<file path="config.mk">
export PLATFORM = sky130hd
export DESIGN_NAME = alu_issue_seq
export DESIGN_NICKNAME = d
export VERILOG_FILES = /design/src/rtl/alu_seq_pkg.sv /design/src/rtl/alu_issue_seq.sv
export SDC_FILE = /design/constraint.sdc
export NUM_CORES = 1
export LEC_CHECK = 0
export ABC_CLOCK_PERIOD_IN_PS = 6100
export CAP_MARGIN = 20
export CORE_ASPECT_RATIO = 0.7
export CORE_UTILIZATION = 46
export CTS_CLUSTER_DIAMETER = 30
export CTS_CLUSTER_SIZE = 24
export DETAILED_ROUTE_END_ITERATION = 7
export PLACE_DENSITY = 0.87
export SLEW_MARGIN = 30
export SYNTH_ARGS = -nofsm -noshare
export SYNTH_HDL_FRONTEND = slang
export SYNTH_SLANG_ARGS = --single-unit
</file>
<file path="constraint.sdc">
create_clock -name clk -period 6.1 [get_ports clk]
set_input_delay 1.22 -clock clk [delete_from_list [all_inputs] [get_ports clk]]
set_output_delay 1.22 -clock clk [all_outputs]
set_load 0.02 [all_outputs]
</file>
<file path="src/rtl/alu_seq_pkg.sv">
// Shared constants for the ALU issue sequencer: ALU opcodes, the MUL command code,
// the FSM state encoding and the shift-add iteration count. MUL states depend on ALU_SEQ_MUL_EN.
package alu_seq_pkg;

  localparam logic [2:0] OpZero = 3'd0;
  localparam logic [2:0] OpAdd  = 3'd1;
  localparam logic [2:0] OpSub  = 3'd2;
  localparam logic [2:0] OpAnd  = 3'd3;
  localparam logic [2:0] OpOr   = 3'd4;
  localparam logic [2:0] OpGt   = 3'd5;
  localparam logic [2:0] OpEq   = 3'd6;
  localparam logic [2:0] OpShl  = 3'd7;

  localparam logic [3:0] CmdMul = 4'd8;

  localparam int unsigned MulIters = 16;
  localparam int unsigned MulCntW  = $clog2(MulIters);

  typedef enum logic [2:0] {
    StIdle   = 3'd0,
    StExec   = 3'd1,
`ifdef ALU_SEQ_MUL_EN
    StMulAdd = 3'd2,
    StMulShl = 3'd3,
`endif
    StDone   = 3'd4
  } state_e;

endpackage

</file>
<file path="src/rtl/alu_issue_seq.sv">
// Command sequencer driving an external ALU; op 8 is a 16-step shift-add multiply when
// ALU_SEQ_MUL_EN is defined, otherwise it is reported as an illegal command.
module alu_issue_seq
  import alu_seq_pkg::*;
(
  input  logic        clk,
  input  logic        rst,
  input  logic        cmd_valid,
  output logic        cmd_ready,
  input  logic [3:0]  cmd_op,
  input  logic [31:0] cmd_a,
  input  logic [31:0] cmd_b,
  output logic [2:0]  Upr_ALU,
  output logic [31:0] A_alu,
  output logic [31:0] B_alu,
  input  logic [31:0] Out_ALU,
  input  logic        C,
  output logic        res_valid,
  input  logic        res_ready,
  output logic [31:0] res_data,
  output logic        res_flag,
  output logic        res_err
);

  state_e      state_q, state_d;
  logic [2:0]  op_q, op_d;
  logic [31:0] a_q, a_d;
  logic [31:0] b_q, b_d;
  logic [31:0] res_data_q, res_data_d;
  logic        res_flag_q, res_flag_d;
  logic        res_err_q, res_err_d;

`ifdef ALU_SEQ_MUL_EN
  logic [31:0]        acc_q, acc_d;
  logic [31:0]        m_q, m_d;
  logic [15:0]        mulq_q, mulq_d;
  logic [MulCntW-1:0] cnt_q, cnt_d;
`endif

  always_comb begin
    state_d    = state_q;
    op_d       = op_q;
    a_d        = a_q;
    b_d        = b_q;
    res_data_d = res_data_q;
    res_flag_d = res_flag_q;
    res_err_d  = res_err_q;
`ifdef ALU_SEQ_MUL_EN
    acc_d      = acc_q;
    m_d        = m_q;
    mulq_d     = mulq_q;
    cnt_d      = cnt_q;
`endif
    cmd_ready  = 1'b0;
    res_valid  = 1'b0;
    Upr_ALU    = OpZero;
    A_alu      = '0;
    B_alu      = '0;

    unique case (state_q)
      StIdle: begin
        cmd_ready = 1'b1;
        if (cmd_valid) begin
          op_d = cmd_op[2:0];
          a_d  = cmd_a;
          b_d  = cmd_b;
          if (!cmd_op[3]) begin
            state_d = StExec;
`ifdef ALU_SEQ_MUL_EN
          end else if (cmd_op == CmdMul) begin
            // Only the low half of cmd_b drives the multiplier bits.
            acc_d   = '0;
            m_d     = cmd_a;
            mulq_d  = cmd_b[15:0];
            cnt_d   = '0;
            state_d = StMulAdd;
`endif
          end else begin
            res_data_d = '0;
            res_flag_d = 1'b0;
            res_err_d  = 1'b1;
            state_d    = StDone;
          end
        end
      end

      StExec: begin
        Upr_ALU    = op_q;
        A_alu      = a_q;
        B_alu      = b_q;
        res_data_d = Out_ALU;
        res_flag_d = C;
        res_err_d  = 1'b0;
        state_d    = StDone;
      end

`ifdef ALU_SEQ_MUL_EN
      StMulAdd: begin
        Upr_ALU = OpAdd;
        A_alu   = acc_q;
        B_alu   = m_q;
        if (mulq_q[0]) acc_d = Out_ALU;
        state_d = StMulShl;
      end

      StMulShl: begin
        Upr_ALU = OpShl;
        A_alu   = m_q;
        B_alu   = '0;
        m_d     = Out_ALU;
        mulq_d  = mulq_q >> 1;
        cnt_d   = cnt_q + 1'b1;
        if (cnt_q == MulCntW'(MulIters - 1)) begin
          // The final shift does not touch acc, so acc already holds the product.
          res_data_d = acc_q;
          res_flag_d = 1'b0;
          res_err_d  = 1'b0;
          state_d    = StDone;
        end else begin
          state_d = StMulAdd;
        end
      end
`endif

      StDone: begin
        res_valid = 1'b1;
        if (res_ready) state_d = StIdle;
      end

      default: state_d = StIdle;
    endcase
  end

  always_ff @(posedge clk or posedge rst) begin
    if (rst) begin
      state_q    <= StIdle;
      op_q       <= '0;
      a_q        <= '0;
      b_q        <= '0;
      res_data_q <= '0;
      res_flag_q <= 1'b0;
      res_err_q  <= 1'b0;
`ifdef ALU_SEQ_MUL_EN
      acc_q      <= '0;
      m_q        <= '0;
      mulq_q     <= '0;
      cnt_q      <= '0;
`endif
    end else begin
      state_q    <= state_d;
      op_q       <= op_d;
      a_q        <= a_d;
      b_q        <= b_d;
      res_data_q <= res_data_d;
      res_flag_q <= res_flag_d;
      res_err_q  <= res_err_d;
`ifdef ALU_SEQ_MUL_EN
      acc_q      <= acc_d;
      m_q        <= m_d;
      mulq_q     <= mulq_d;
      cnt_q      <= cnt_d;
`endif
    end
  end

  assign res_data = res_data_q;
  assign res_flag = res_flag_q;
  assign res_err  = res_err_q;

endmodule

</file>
Word-level counts from Yosys, hierarchy flattened. Index checks and enable logic that the tools add are counted.

Register bits: 104. Input bits: 105. Output and inout port bits: 103.

Reduce and logical (&&, ||, !) cells: 5. Muxes and demuxes: 18. Equality and inequality tests: 5.

Operators with widths (count): $mux W32 (4); $pmux W32 S2 (1); $mux W3 (4); $pmux W3 S3 (1); $mux W1 (6); $ne A2 B2 Y1 const B (3); $pmux W1 S2 (2); $reduce_and A2 Y1 (2); $eq A3 B1 Y1 const B (1); $eq A3 B3 Y1 const B (1); $logic_not A3 Y1 (1); $reduce_and A3 Y1 (1); $reduce_bool A2 Y1 (1).

Logic depth before layout (Yosys ltp). Gate-level depths: netlist of the first run.

Word-level depth: 3. Mapped depth: 5. Mapped depth without buffers: 2.

Worst setup path before layout of the first run. Ideal clock, no wire load.

Kind: register to output. Start: register state_q[2]. End: output A_alu[0]. Required time: 4.880 ns. Stages on the path, launching flop included: 6. Setup slack: 3.491 ns. Data arrival time: 1.389 ns. Cells stage by stage: dfrtp_1 -> buf_6 -> and2b_2 -> clkbuf_1 -> clkbuf_1 -> and2_1.

Longest elaborated chain between the ends: 2.

RTL lines: start: declaration (line alu_issue_seq.sv:25) `state_e state_q, state_d;`; start signal: assignment (line alu_issue_seq.sv:136) `state_q <= StIdle;`; start signal: assignment (line alu_issue_seq.sv:150) `state_q <= state_d;`; $eq A3 B1 Y1 (line alu_issue_seq.sv:60) `unique case (state_q)`; $mux W32 (line alu_issue_seq.sv:60); end: declaration (line alu_issue_seq.sv:14) `output logic [31:0] A_alu,`.

No other way between the ends.

Worst setup path in the final report of the first run.
Start: register state_q[2]. End: output A_alu[19].

Same word-level chain as after synthesis.

==> metrics.txt, run 1 <==
status=complete, no violations; first-pass GRT wire length=18130 um; r2r setup slk=3.63 ns; post-synthesis sequential area ratio=0.5450; Via density=4.971; CTS tree=yes; P_leak=0.002929 uW; largest net degree at the start of global routing=73; Starting DRT DRC Count=132; Final ANT Viol Nets=0; RSZ-0062 raised after global routing=false; layout cell share with drive strength beyond 1=0.1513; DIE AREA=10700 um^2; Pwr Total=2617 uW; wire per inst=15.70 um; clock skew=0.007835 ns; CTS Sinks=103; CP Capture Type=output pin; Yosys warnings=0; WS Path Type=flip-flop to output pin; vias=3659; hold_buf cts=0; clock latency on the worst-skew pair=0.33 ns; GP Congestion=0.7549; Max Slew Vio Count=0; most frequent cells in the layout=clkdlybuf4s50_1 (207), dfrtp_1 (103), mux2_2 (68), and2_1 (67); RR Endpoint=b_q[16]; most common cell after layout, fill and taps aside=clkdlybuf4s50_1; syn nets=516; Fmax=260.9 MHz; nets@finish=708; Final setup viols=0; global route overflow=0; Mapped Area=4730 um^2; crit path from=state_q[2]; Starting Density=0.4809; Clock transition at path regs=0.07 ns; Required @ worst endpoint=4.88 ns; Reg2Reg Launch Point=state_q[2]; Clock Tree Root=clkbuf_16; ANT cells=0; Site Rows=30; max cap viols=0; Max VDD drop=0.2323 mV; DP Wirelength=8306 um; TritonCTS buffer count=9; period utilization=0.6284; worst slew pin tran=0.8001 ns; Die Width=123.2 um; CP Max Fanout=72; drc violations=0; # H-tree levels=3; Boundary Pins=208; Period minus WS final=3.833 ns; CP Data Arrival Time=2.61 ns; Slew headroom=0.4666; Reg2Reg Depth=4; Hold Crit Depth=1; post-cts resize count=0; Hold EP=a_q[21]; Final TNS setup=0 ns; fin area=7154 um^2; dpl cell area=6847 um^2; Final Hold Fails=0; Hold Startpoint=a_q[21]; area delta synth->final=51.27%; power per cell area=365.8 nW/um^2; hold crit path type=flip-flop to flip-flop; count of state elements after synthesis=103; total track usage=0.2181; Setup Fix Bufs, Post-CTS=0; buffers added on ports=207; antenna violations before repair=0; Avg Cell Area, Syn=11.51 um^2; startpoint types=flip-flop; chip height=86.84 um; Bufs on Longest Clock Path=2; routed wire length=11560 um; Core Region=9834 um^2; Pre-Repair DR Iteration Count=4; post-synth cell types=18; Cells after Synth=411; vias in the first global route=3620
worst max path at each step:
stage / endpoint / slack [ns] / cells after the start
detailed placement: A_alu[19] / 2.38 / 4
global route: A_alu[19] / 2.09 / 4
floorplan: a_q[0] / 2.18 / 1
global placement: B_alu[5] / 2.47 / 4
CTS: B_alu[5] / 2.02 / 4
finish: A_alu[19] / 2.27 / 4
synthesized netlist by cell type:
| cell type | instances | area [um^2] |
|---|---|---|
| and2b_2 | 1 | 8.760 |
| a21oi_1 | 1 | 5.000 |
| buf_1 | 1 | 3.750 |
| clkbuf_1 | 17 | 63.81 |
| inv_1 | 35 | 131.4 |
| dfrtp_1 | 103 | 2577 |
| a21o_1 | 1 | 7.510 |
| and2_1 | 67 | 419.2 |
| nor2b_1 | 2 | 12.51 |
| nand3b_1 | 34 | 255.2 |
| buf_2 | 8 | 40.04 |
| buf_6 | 3 | 33.78 |
| buf_4 | 1 | 7.510 |
| nor3b_4 | 1 | 18.77 |
| nor2_1 | 2 | 7.510 |
| nand2_1 | 33 | 123.9 |
| mux2_2 | 68 | 765.7 |
| o211ai_1 | 33 | 247.7 |
flip-flops by register name, summed over array words and instances (netlist names):
name      flops
a_q          32
b_q          32
op_q          3
res_data     32
res_err       1
res_flag      1
state_q       2
worst max-delay path, cell delays in order, from the launching register on:
cell and delay [ns]:
dfrtp_1 0.37, buf_4 0.31, and2b_4 0.70, and2_1 0.25, clkdlybuf4s50_1 0.62
area by class of cell:
type / count / area, um^2
Fill cell: 676 / 2680
Sequential cell: 103 / 2577
Timing Repair Buffer: 211 / 2102
Multi-Input combinational cell: 243 / 1874
Clock buffer: 10 / 239.0
Tap cell: 128 / 160.2
Inverter: 35 / 133.9
Clock inverter: 6 / 67.56
cell families after synthesis:
group                  Yosys count  share of synthesized area
buffers and inverters           65                    0.05926
DFF                            103                     0.5450
muxes                           68                     0.1619
and+or+nand+nor                140                     0.1788
AOI/OAI and AO/OA               35                    0.05503
through the flow:
step	setup slack, ns	cells	hold slack, ns	utilization
after global routing	2.085	736	0.5182	0.7275
after floorplan	2.176	411	0.4720	-
after global placement	2.466	720	0.4801	0.6961
final	2.267	736	0.4970	0.7275
after CTS	2.024	736	0.5042	0.7274
after detailed placement	2.384	720	0.4877	0.6962
layer usage:
metal  share of wire  up-vias  track usage
li1                -     1745            -
met1            0.43     1767       0.2769
met2            0.49      141       0.3758
met3           0.080        6      0.06382
met4          0.0070        0      0.03505
met5               0        -            0
power breakdown:
group	switching [uW]	internal, uW	leakage [uW]
Sequential	158	924	0.00122
Clock	245	332	0.000145
Combinational	444	515	0.00156
Total	848	1770	0.00293
(Power assumes the default switching activity.)
==> run 2, diff against run 1 <==
--- a/config.mk
+++ b/config.mk
@@ -5,14 +5,14 @@
 export SDC_FILE = /design/constraint.sdc
 export NUM_CORES = 1
 export LEC_CHECK = 0
-export ABC_CLOCK_PERIOD_IN_PS = 6100
+export ABC_CLOCK_PERIOD_IN_PS = 3400
 export CAP_MARGIN = 20
 export CORE_ASPECT_RATIO = 0.7
-export CORE_UTILIZATION = 46
+export CORE_UTILIZATION = 38
 export CTS_CLUSTER_DIAMETER = 30
 export CTS_CLUSTER_SIZE = 24
 export DETAILED_ROUTE_END_ITERATION = 7
-export PLACE_DENSITY = 0.87
+export PLACE_DENSITY = 0.77
 export SLEW_MARGIN = 30
 export SYNTH_ARGS = -nofsm -noshare
 export SYNTH_HDL_FRONTEND = slang
==> constraint.sdc (replaced) <==
create_clock -name clk -period 3.4 [get_ports clk]
set_input_delay 0.68 -clock clk [delete_from_list [all_inputs] [get_ports clk]]
set_output_delay 0.68 -clock clk [all_outputs]
set_load 0.02 [all_outputs]
==> metrics.txt, run 2 (same netlist as run 1, synthesis figures left out) <==
status=complete, no violations; Bufs on Longest Clock Path=2 (unchanged); GP Congestion=0.7432 (-1.5%); layout cell share with drive strength beyond 1=0.1525 (+0.001143); power per cell area=648.3 nW/um^2 (+77%); drc violations=0 (unchanged); Clock Tree Root=clkbuf_16; RR Endpoint=b_q[26]; Clock transition at path regs=0.06 ns (about the same); global route overflow=0 (unchanged); sequential cell area=2579 um^2 (about the same); Starting DRT DRC Count=135 (+2.3%); worst slew pin tran=0.6202 ns (-0.1799 ns); Max VDD drop=0.4014 mV (+73%); clock latency on the worst-skew pair=0.33 ns (about the same); Fmax=343.1 MHz; most common cell after layout, fill and taps aside=clkdlybuf4s50_1; ANT cells=0 (unchanged); most frequent cells in the layout=clkdlybuf4s50_1 (207), dfrtp_1 (102), mux2_2 (68), and2_1 (67); DIE AREA=12900 um^2 (+21%); Setup Fix Bufs, Post-CTS=0 (unchanged); routed wire length=11640 um (+0.72%); max incr delay on CP=0.60 ns (-0.10 ns); Final ANT Viol Nets=0 (unchanged); DP Wirelength=8238 um (-0.83%); Site Rows=33 (+10%); final std cells w/o fill=767 (+4.2%); Via density=4.746 (-4.5%); P_leak=0.002954 uW (+0.86%); RSZ-0062 raised after global routing=false; Final Hold Fails=0 (unchanged); first-pass GRT wire length=18550 um (+2.4%); vias in the first global route=3638 (+0.50%); TritonCTS buffer count=9 (unchanged); total track usage=0.1857 (-0.03242); CTS Sinks=103 (unchanged); cells along the critical path=and2b_2, buf_12, and2_1, clkdlybuf4s50_1; dpl cell area=6943 um^2 (+1.4%); Core Region=11930 um^2 (+21%); period utilization=0.8572; Slowest-stage cell, CP=clkdlybuf4s50_1; vias=3640 (-0.52%); Final TNS setup=0 ns (unchanged); Hold Crit Depth=1 (unchanged); buffers added on ports=207 (unchanged); Required @ worst endpoint=2.72 ns (-2.16 ns); Bufs and invs on worst path=2 (unchanged); area delta synth->final=53.10%; startpoint types=flip-flop; # fillers=950 (+41%); Final setup viols=0 (unchanged); Placed Cells incl. Taps=752 (+4.4%); CP Capture Type=output pin; crit path from=state_q[2]; Slew headroom=0.5865 (+0.1199); fin area=7241 um^2 (+1.2%); Starting Density=0.3964 (-0.08456); CP Data Arrival Time=2.23 ns (-0.38 ns); post-cts resize count=0 (unchanged); r2r setup slk=1.36 ns (-2.27 ns); Max Slew Vio Count=0 (unchanged); CP Max Fanout=68 (-5.6%); Period minus WS final=2.915 ns; Reg2Reg Launch Point=state_q[2]; Die Width=135.3 um (+9.9%); Reg2Reg Depth=4 (unchanged); Boundary Pins=208 (unchanged); WS Path Type=flip-flop to output pin; nets@finish=711 (+0.42%); Largest delay share family, worst path=buffers and inverters; chip height=95.34 um (+9.8%); area of the multi-input gates=1872 um^2 (-0.13%); largest net degree at the start of global routing=69 (-5.5%); hold_buf cts=0 (unchanged); max cap viols=0 (unchanged); Pre-Repair DR Iteration Count=6 (+2); antenna violations before repair=0 (unchanged); CTS tree=yes; clock skew=0.006516 ns (-0.001319 ns); # H-tree levels=3 (unchanged); wire per inst=15.18 um (-3.4%); crit path capture=A_alu[26]; hold crit path type=flip-flop to flip-flop; critical path depth=4 (unchanged)
## run 2: worst min path at each step
stage,startpoint,end,slack (ns)
finish,b_q[27],b_q[27],0.50
global route,a_q[10],a_q[10],0.51
CTS,b_q[27],b_q[27],0.50
detailed placement,b_q[12],b_q[12],0.49
global placement,a_q[9],a_q[9],0.48
floorplan,a_q[25],a_q[25],0.47
## run 2: through the flow
stage                     utilization  worst slack [ns]  hold slack, ns  total power (uW)
after floorplan                     -           0.01616          0.4720              2864
after global placement         0.5818            0.8753          0.4809              3633
after detailed placement       0.5818            0.8368          0.4874              3701
after CTS                      0.6068            0.4579          0.5016              4756
after global routing           0.6068            0.3784          0.5084              4989
final                          0.6068            0.4854          0.4957              4694
## run 2: cell type report
class / instances / share of cell area
clock buffers: 11 / 0.03352
clock inverters: 4 / 0.007603
inverters: 35 / 0.01849
multi-input cells: 243 / 0.2585
flip-flops and latches: 103 / 0.3561
well taps: 157 / 0.02713
repair buffers: 214 / 0.2986
## run 2: power breakdown
part / switching [uW] / internal (uW) / total [uW]
Sequential: 294 / 1660 / 1950
Clock: 439 / 591 / 1030
Combinational: 779 / 933 / 1710
## run 2: routing by layer
layer,track usage,share of wire,vias up
met5,0,0,-
met4,0.04494,0.0080,0
met3,0.05529,0.065,10
met2,0.3090,0.49,112
met1,0.2382,0.44,1774
li1,-,-,1744
## run 2: worst reg2reg max path, stage by stage, from the launching register on
cell     delay (ns)
dfrtp_2        0.56
buf_4          0.32
nor3b_4        0.28
buf_12         0.35
mux2_2         0.41
==> run 3, diff against run 2 <==
--- a/config.mk
+++ b/config.mk
@@ -8,11 +8,12 @@
 export ABC_CLOCK_PERIOD_IN_PS = 3400
 export CAP_MARGIN = 20
 export CORE_ASPECT_RATIO = 0.7
-export CORE_UTILIZATION = 38
+export CORE_UTILIZATION = 57
 export CTS_CLUSTER_DIAMETER = 30
 export CTS_CLUSTER_SIZE = 24
 export DETAILED_ROUTE_END_ITERATION = 7
-export PLACE_DENSITY = 0.77
+export DONT_BUFFER_PORTS = 1
+export PLACE_DENSITY = 0.75
 export SLEW_MARGIN = 30
 export SYNTH_ARGS = -nofsm -noshare
 export SYNTH_HDL_FRONTEND = slang
==> metrics.txt, run 3 (same netlist as run 1, synthesis figures left out) <==
vias=2861 (-21%); slack of the critical path=1.003 ns (+0.5176 ns); Period minus WS final=2.397 ns (-0.5176 ns); max cap viols=0 (unchanged); chip height=78.21 um (-18%); layout cell share with drive strength beyond 1=0.2264 (+0.07391); buffers added on ports=0 (-100%); # H-tree levels=3 (unchanged); status=complete, no violations; Final ANT Viol Nets=0 (unchanged); area delta synth->final=6.561%; hold_buf cts=0 (unchanged); DIE AREA=8672 um^2 (-33%); power per cell area=788.5 nW/um^2 (+22%); Max VDD drop=0.5474 mV (+36%); clock skew=0.002429 ns (-0.004087 ns); Pre-Repair DR Iteration Count=4 (-2); first-pass GRT wire length=14730 um (-21%); WS Path Type=flip-flop to output pin; ANT cells=0 (unchanged); fin area=5040 um^2 (-30%); total track usage=0.2214 (+0.03565); Starting DRT DRC Count=185 (+37%); drc violations=0 (unchanged); largest net degree at the start of global routing=72 (+4.3%); most frequent cells in the layout=dfrtp_1 (103), mux2_2 (68), and2_1 (67), inv_1 (34), nand3b_1 (34); Required @ worst endpoint=2.72 ns (about the same); antenna violations before repair=0 (unchanged); most common cell after layout, fill and taps aside=dfrtp_1; wire per inst=18.28 um (+20%); dpl cell area=4761 um^2 (-31%); Clock Tree Root=clkbuf_16; final std cells w/o fill=503 (-34%); GP Congestion=0.7347 (-1.1%); CTS Sinks=103 (unchanged); CP Max Fanout=68 (unchanged); CP Capture Type=output pin; TritonCTS buffer count=9 (unchanged); Fmax=417.2 MHz (+22%); Core Region=7939 um^2 (-33%); cells along the critical path=and2b_4, and2_1; max incr delay on CP=0.63 ns (+0.03 ns); RSZ-0062 raised after global routing=false; global route overflow=0 (unchanged); Max Slew Vio Count=0 (unchanged); Final Hold Fails=0 (unchanged); nets@finish=502 (-29%); Site Rows=27 (-18%); Starting Density=0.5957 (+0.1994); vias in the first global route=2817 (-23%); clock latency on the worst-skew pair=0.33 ns (about the same); Final TNS setup=0 ns (unchanged); period utilization=0.7050 (-0.1522); P_leak=0.002154 uW (-27%); Setup Fix Bufs, Post-CTS=0 (unchanged); worst slew pin tran=0.6355 ns (+0.01524 ns); routed wire length=9197 um (-21%); Slowest-stage cell, CP=and2b_4; CTS tree=yes; Bufs on Longest Clock Path=2 (unchanged); Post-Place Worst Slack=1.140 ns (+0.3030 ns); Clock transition at path regs=0.06 ns (about the same); post-cts resize count=0 (unchanged); Via density=5.688 (+20%); DP Wirelength=6301 um (-24%); Slew headroom=0.5763 (-0.01016); Boundary Pins=208 (unchanged); CP Data Arrival Time=1.72 ns (-0.51 ns); hold crit path type=input pin to async pin; Placed Cells incl. Taps=487 (-35%); Final setup viols=0 (unchanged); startpoint types=flip-flop; Die Width=110.9 um (-18%)
==> run 3: final timing paths <==
kind,startpoint,to,slack (ns),cells past startpoint
worst min register to register,a_q[19],a_q[19],0.50,1
worst max register to register,state_q[2],b_q[3],1.40,4
worst max-delay path,state_q[2],A_alu[4],1.00,2
min in group clk,cmd_op[3],state_q[0],0.40,1
worst min-delay path,rst,b_q[5],0.27,1
max in group asynchronous,rst,a_q[0],2.42,2
==> run 3: critical path: cells and delay by family, from the launching register on <==
family | cells | cell delay, ns
flip-flops | 1 | 0.37
AND/OR/NAND/NOR | 2 | 0.99
==> run 3: cell type report <==
type | instances | area (um^2)
Clock buffer | 13 | 260.3
Clock inverter | 3 | 17.52
Fill cell | 612 | 2899
Inverter | 35 | 133.9
Multi-Input combinational cell | 243 | 1874
Sequential cell | 103 | 2577
Tap cell | 101 | 126.4
Timing Repair Buffer | 5 | 50.05
==> run 3: layer usage <==
layer,up-vias,GRT usage,part of all wire
met5,-,0,0
met4,0,0.08533,0.019
met3,17,0.09730,0.095
met1,1369,0.2784,0.42
li1,1343,-,-
met2,132,0.3391,0.46
==> run 3: where the power goes <==
part | internal [uW] | leakage (uW) | total (uW) | switching, uW
sequential | 1650 | 0.00122 | 2220 | 566
combinational | 405 | 0.000799 | 806 | 401
clock | 534 | 0.000136 | 949 | 415
total | 2590 | 0.00215 | 3970 | 1380
==> run 3: per-stage QoR <==
step | utilization | power [uW] | hold WS [ns]
after detailed placement | 0.5997 | 3057 | 0.4867
final | 0.6348 | 3974 | 0.2702
after CTS | 0.6347 | 4021 | 0.2868
after global routing | 0.6348 | 4214 | 0.3140
after global placement | 0.5995 | 3001 | 0.4794
after floorplan | - | 2864 | 0.4720
